===== src/rtl/div.sv =====
// Multi-cycle 32-bit signed/unsigned divider, one quotient bit per cycle by restoring division.
// Result is {remainder, quotient}; a zero divisor yields all zeros without iterating.
module div (
  input  logic        clk,
  input  logic        rst,
  input  logic        signed_div_i,
  input  logic [31:0] opdata1_i,
  input  logic [31:0] opdata2_i,
  input  logic        start_i,
  input  logic        annul_i,
  output logic [63:0] result_o,
  output logic        ready_o
);

  typedef enum logic [1:0] {StFree, StByZero, StOn, StEnd} state_e;

  state_e      state_q;
  logic [5:0]  cnt_q;
  logic [64:0] work_q;
  logic [31:0] divisor_q;
  logic        signed_q;
  logic        sign1_q;
  logic        sign2_q;

  logic [31:0] dividend_abs;
  logic [31:0] divisor_abs;
  logic [32:0] diff;
  logic [31:0] quot_fix;
  logic [31:0] rem_fix;

  always_comb begin
    dividend_abs = (signed_div_i && opdata1_i[31]) ? (~opdata1_i + 32'd1) : opdata1_i;
    divisor_abs  = (signed_div_i && opdata2_i[31]) ? (~opdata2_i + 32'd1) : opdata2_i;
    // Bit 32 of the 33-bit difference flags a negative trial subtraction.
    diff         = {1'b0, work_q[63:32]} - {1'b0, divisor_q};
    quot_fix     = (signed_q && (sign1_q ^ sign2_q)) ? (~work_q[31:0] + 32'd1) : work_q[31:0];
    rem_fix      = (signed_q && sign1_q) ? (~work_q[64:33] + 32'd1) : work_q[64:33];
  end

  always_ff @(posedge clk) begin
    if (rst) begin
      state_q   <= StFree;
      cnt_q     <= 6'd0;
      work_q    <= 65'd0;
      divisor_q <= 32'd0;
      signed_q  <= 1'b0;
      sign1_q   <= 1'b0;
      sign2_q   <= 1'b0;
      ready_o   <= 1'b0;
      result_o  <= 64'd0;
    end else begin
      unique case (state_q)
        StFree: begin
          ready_o  <= 1'b0;
          result_o <= 64'd0;
          if (start_i && !annul_i) begin
            if (opdata2_i == 32'd0) begin
              state_q <= StByZero;
            end else begin
              state_q   <= StOn;
              cnt_q     <= 6'd0;
              work_q    <= {32'd0, dividend_abs, 1'b0};
              divisor_q <= divisor_abs;
              signed_q  <= signed_div_i;
              sign1_q   <= opdata1_i[31];
              sign2_q   <= opdata2_i[31];
            end
          end
        end
        StByZero: begin
          work_q   <= 65'd0;
          state_q  <= StEnd;
          ready_o  <= 1'b1;
          result_o <= 64'd0;
        end
        StOn: begin
          if (annul_i) begin
            state_q  <= StFree;
            ready_o  <= 1'b0;
            result_o <= 64'd0;
          end else if (!cnt_q[5]) begin
            if (diff[32]) begin
              work_q <= {work_q[63:0], 1'b0};
            end else begin
              work_q <= {diff[31:0], work_q[31:0], 1'b1};
            end
            cnt_q <= cnt_q + 6'd1;
          end else begin
            state_q  <= StEnd;
            ready_o  <= 1'b1;
            result_o <= {rem_fix, quot_fix};
          end
        end
        StEnd: begin
          if (!start_i) begin
            state_q  <= StFree;
            ready_o  <= 1'b0;
            result_o <= 64'd0;
          end
        end
      endcase
    end
  end

endmodule


===== config.mk =====
export PLATFORM = sky130hd
export DESIGN_NAME = div
export DESIGN_NICKNAME = d
export VERILOG_FILES = /design/src/rtl/div.sv
export SDC_FILE = /design/constraint.sdc
export NUM_CORES = 1
export LEC_CHECK = 0
export CORE_ASPECT_RATIO = 1.25
export CORE_MARGIN = 4
export CORE_UTILIZATION = 40
export DETAILED_ROUTE_END_ITERATION = 10
export GPL_TIMING_DRIVEN = 0
export PLACE_DENSITY = 0.61
export SLEW_MARGIN = 30
export SYNTH_ARGS = -nofsm -noshare
export SYNTH_HDL_FRONTEND = slang
export SYNTH_SLANG_ARGS = --single-unit

===== constraint.sdc =====
create_clock -name clk -period 2.8 [get_ports clk]
set_input_delay 0.7 -clock clk [delete_from_list [all_inputs] [get_ports clk]]
set_output_delay 0.7 -clock clk [all_outputs]
set_load 0.005 [all_outputs]

==> impl_metrics.py <==
metrics = {
    "sta": {
        "min_period_ns": 2.86,
        "maxSlewHeadroom_pct": 53.6,
        "max_freq_mhz": 349,
        "worstMarginPinSlew_ns": 0.696,
        "finalCritPeriodShare_pct": 102,
        "finalHoldViolCount": 0,
        "finalWorstSetupSlack_ns": -0.0640,
        "skew_ns": 0.00809,
        "finalSetupViolations": 22,
        "rsz0062_at_grt": "true",
        "slew_violations": 0,
        "tns_ns": -0.308,
    },
    "clock_network": {
        "cts.clk_slew.worst_paths_ns": 0.07,
        "cts-root-buf": "clkbuf_16",
        "cts_sinks": 173,
        "cts_buffers": 17,
        "cts_tree": "done",
        "htree_levels": 4,
        "cts_buffer_depth": 2,
        "clk_latency_ns": 0.44,
    },
    "place": {
        "port_buffers": 133,
        "gp_congestion": 0.866,
        "preCtsSetupSlack_ns": -1.22,
        "dp_hpwl_um": 27000,
    },
    "detailed_routing": {
        "routedWlPerCell_um": 18.0,
        "wirelength_um": 35500,
        "vias": 10800,
        "post_drt_via_cell_ratio": 5.51,
        "drt_drc_violations_left": 0,
        "firstDrtPassIters": 5,
        "ant_nets": 0,
        "initialDrtViolationCount": 686,
    },
    "global_route": {
        "grt_use_total_pct": 22.7,
        "grt_pass1_vias": 10400,
        "overflow": 0,
        "antenna_found_initial": 0,
        "grt_max_degree": 17,
        "grt_pass1_wl_um": 55200,
    },
    "job": {
        "max_cap_violations": 0,
    },
    "synth": {
        "synth-async-reset-ratio_pct": 0,
        "synth_area_mm2": 0.0110,
        "synth_area_leaders": "dfxtp_1, nor2_1, xor2_1, xnor2_1, a21oi_1",
        "synth-simple-area-share_pct": 20.2,
        "yosys.area.top_type": "dfxtp_1",
        "synth_top_family_by_area": "compound AO/OA/AOI/OAI gates",
        "synth-edff-count": 0,
        "yosys_warnings": 0,
        "synthAdderAreaFrac_pct": 5.08,
        "syn_nets": 1520,
        "yosys.cell_types.count": 74,
        "synth_seq_cells": 173,
        "yosysMostFrequentCell": "nor2_1",
        "synthCells": 1407,
        "seq_area_frac_synth_pct": 31.5,
        "postSynthAreaPerCell_um2": 7.81,
        "synthFlopType": "dfxtp_1",
        "synth_xor_area_share_pct": 11.6,
        "ys_top_cells_by_count": "nor2_1, dfxtp_1, a21oi_1, nand2_1, o21ai_0",
        "synth_compound_area_share_pct": 25.8,
        "synthMuxAreaShare_pct": 0.376,
        "yosys.area.top_type_share_pct": 31.5,
    },
    "pwr": {
        "ir_worst_vdd_mv": 0.354,
        "p_leak_nw": 5.68,
        "powerDensity_mw_per_mm2": 662,
    },
    "floorplanning": {
        "core_area_mm2": 0.0269,
        "fp.dieW_um": 156,
        "num_io_pins": 134,
        "start_util_pct": 40.8,
        "die_h_um": 193,
        "die_area_mm2": 0.0302,
        "num_rows": 67,
    },
    "setup_path": {
        "cp-start-kind": "flip-flop",
        "path_class": "reg -> reg",
        "crit_path_end_kind": "flip-flop",
        "cp.arrival_ns": 3.16,
        "cp_data_required_time_ns": 3.10,
        "crit_fanout": 6,
    },
    "layout": {
        "nets": 1724,
        "seq_area_mm2": 0.00352,
        "multi_input_area_mm2": 0.00754,
        "diodes": 0,
        "syn_to_final_growth_pct": 32.3,
        "fill_cells": 2528,
        "drive_gt1_share_pct": 16.8,
    },
    "status": {
        "violations": "negative setup slack",
        "outcome": "complete, but fails checks",
    },
    "worst_hold_path": {
        "hp-class": "reg -> reg",
    },
}
-- routing by layer --
metal	up-vias	global-route usage [%]	part of all wire, %	wire length (um)
met5	-	0	0	0
met4	0	9.23	3.7	1300
met3	69	2.86	4.4	1570
met2	294	41.4	51	18200
met1	5035	26.5	41	14400
li1	5439	-	-	-
-- power by group --
group | switching [W] | internal, W
combinational | 0.00252 | 0.00174
sequential | 0.000343 | 0.00275
clock | 0.000999 | 0.00128
total | 0.00386 | 0.00576
-- timing repair --
action,CTS,global route
buffers inserted,36,20
endpoints found under the setup margin,129,95
pin swaps,36,34
gates cloned,2,1
resized for setup,171,83
hold buffers,0,0
-- critical path, cell delays in order, from the launching register on --
cell and delay (ns):
dfxtp_4 0.41, ha_4 0.21, a21o_1 0.19, a21oi_2 0.15, o211ai_1 0.16, a2111oi_2 0.44
o41ai_4 0.19, a211oi_4 0.35, buf_6 0.21, buf_6 0.12, nor3_4 0.04, a41oi_2 0.16
a21oi_1 0.08
-- sequential cells by signal, indices dropped and copies added, names as in the netlist --
signal,count
result_o,64
work_q,65
ready_o,1
sign1_q,1
cnt_q,6
sign2_q,1
state_q,2
divisor_q,32
signed_q,1
-- cells in the final DEF (no fill, tap or decap), types with 13 or more instances in the layout --
cell type,count
nor3_1,22
o31ai_1,13
buf_6,14
nand3_1,16
o21ai_0,80
a22o_1,25
xor2_1,75
clkbuf_1,48
nand2_1,116
inv_1,51
a211oi_1,31
clkbuf_16,18
dfxtp_1,147
ha_1,27
clkdlybuf4s50_1,103
dlygate4sd2_1,18
nor2_1,179
buf_4,53
o21ai_1,28
nor2b_1,13
a22oi_1,42
a21oi_2,13
xnor2_1,69
a21oi_1,109
dfxtp_2,16
-- cell families (layout without fill, tap and decap cells) --
family / count (synthesis) / count (layout)
AO/OA/AOI/OAI: 440 / 440
XOR/XNOR: 145 / 145
adder cells (fa/ha/maj): 44 / 44
buffers and inverters: 140 / 355
flip-flops: 173 / 173
multiplexers: 4 / 4
AND/OR/NAND/NOR: 461 / 461
-- cell type report --
type	instances	share of cell area, %
multi-input combinational	1094	51.9
sequential	173	24.2
clock buffer	23	3.29
tap	345	2.97
clock inverter	7	0.448
buffer	76	2.99
inverter	58	1.53
timing repair buffer	191	12.6
-- worst paths after layout --
path	startpoint	endpoint	cells after the start	slack, ns
min reg2reg	divisor_q[18]$_SDFFE_PP0P_	divisor_q[18]$_SDFFE_PP0P_	2	0.45
max reg2reg	work_q[54]$_SDFFE_PP0P_	work_q[52]$_SDFFE_PP0P_	12	-0.06
min	divisor_q[18]$_SDFFE_PP0P_	divisor_q[18]$_SDFFE_PP0P_	2	0.45
max	work_q[54]$_SDFFE_PP0P_	work_q[52]$_SDFFE_PP0P_	12	-0.06
-- metrics by stage --
step	utilization (%)	instance area (um^2)	total power (W)	cells	hold WS, ns
floorplan	-	11000	0.00571	1407	0.432
global placement	47.5	12800	0.00674	1885	0.440
detailed placement	47.5	12800	0.00678	1885	0.447
CTS	52.5	14100	0.00946	1948	0.455
global route	54.0	14500	0.0102	1967	0.471
finish	54.0	14500	0.00962	1967	0.453
No activity file was read; power rests on OpenSTA's default activity.
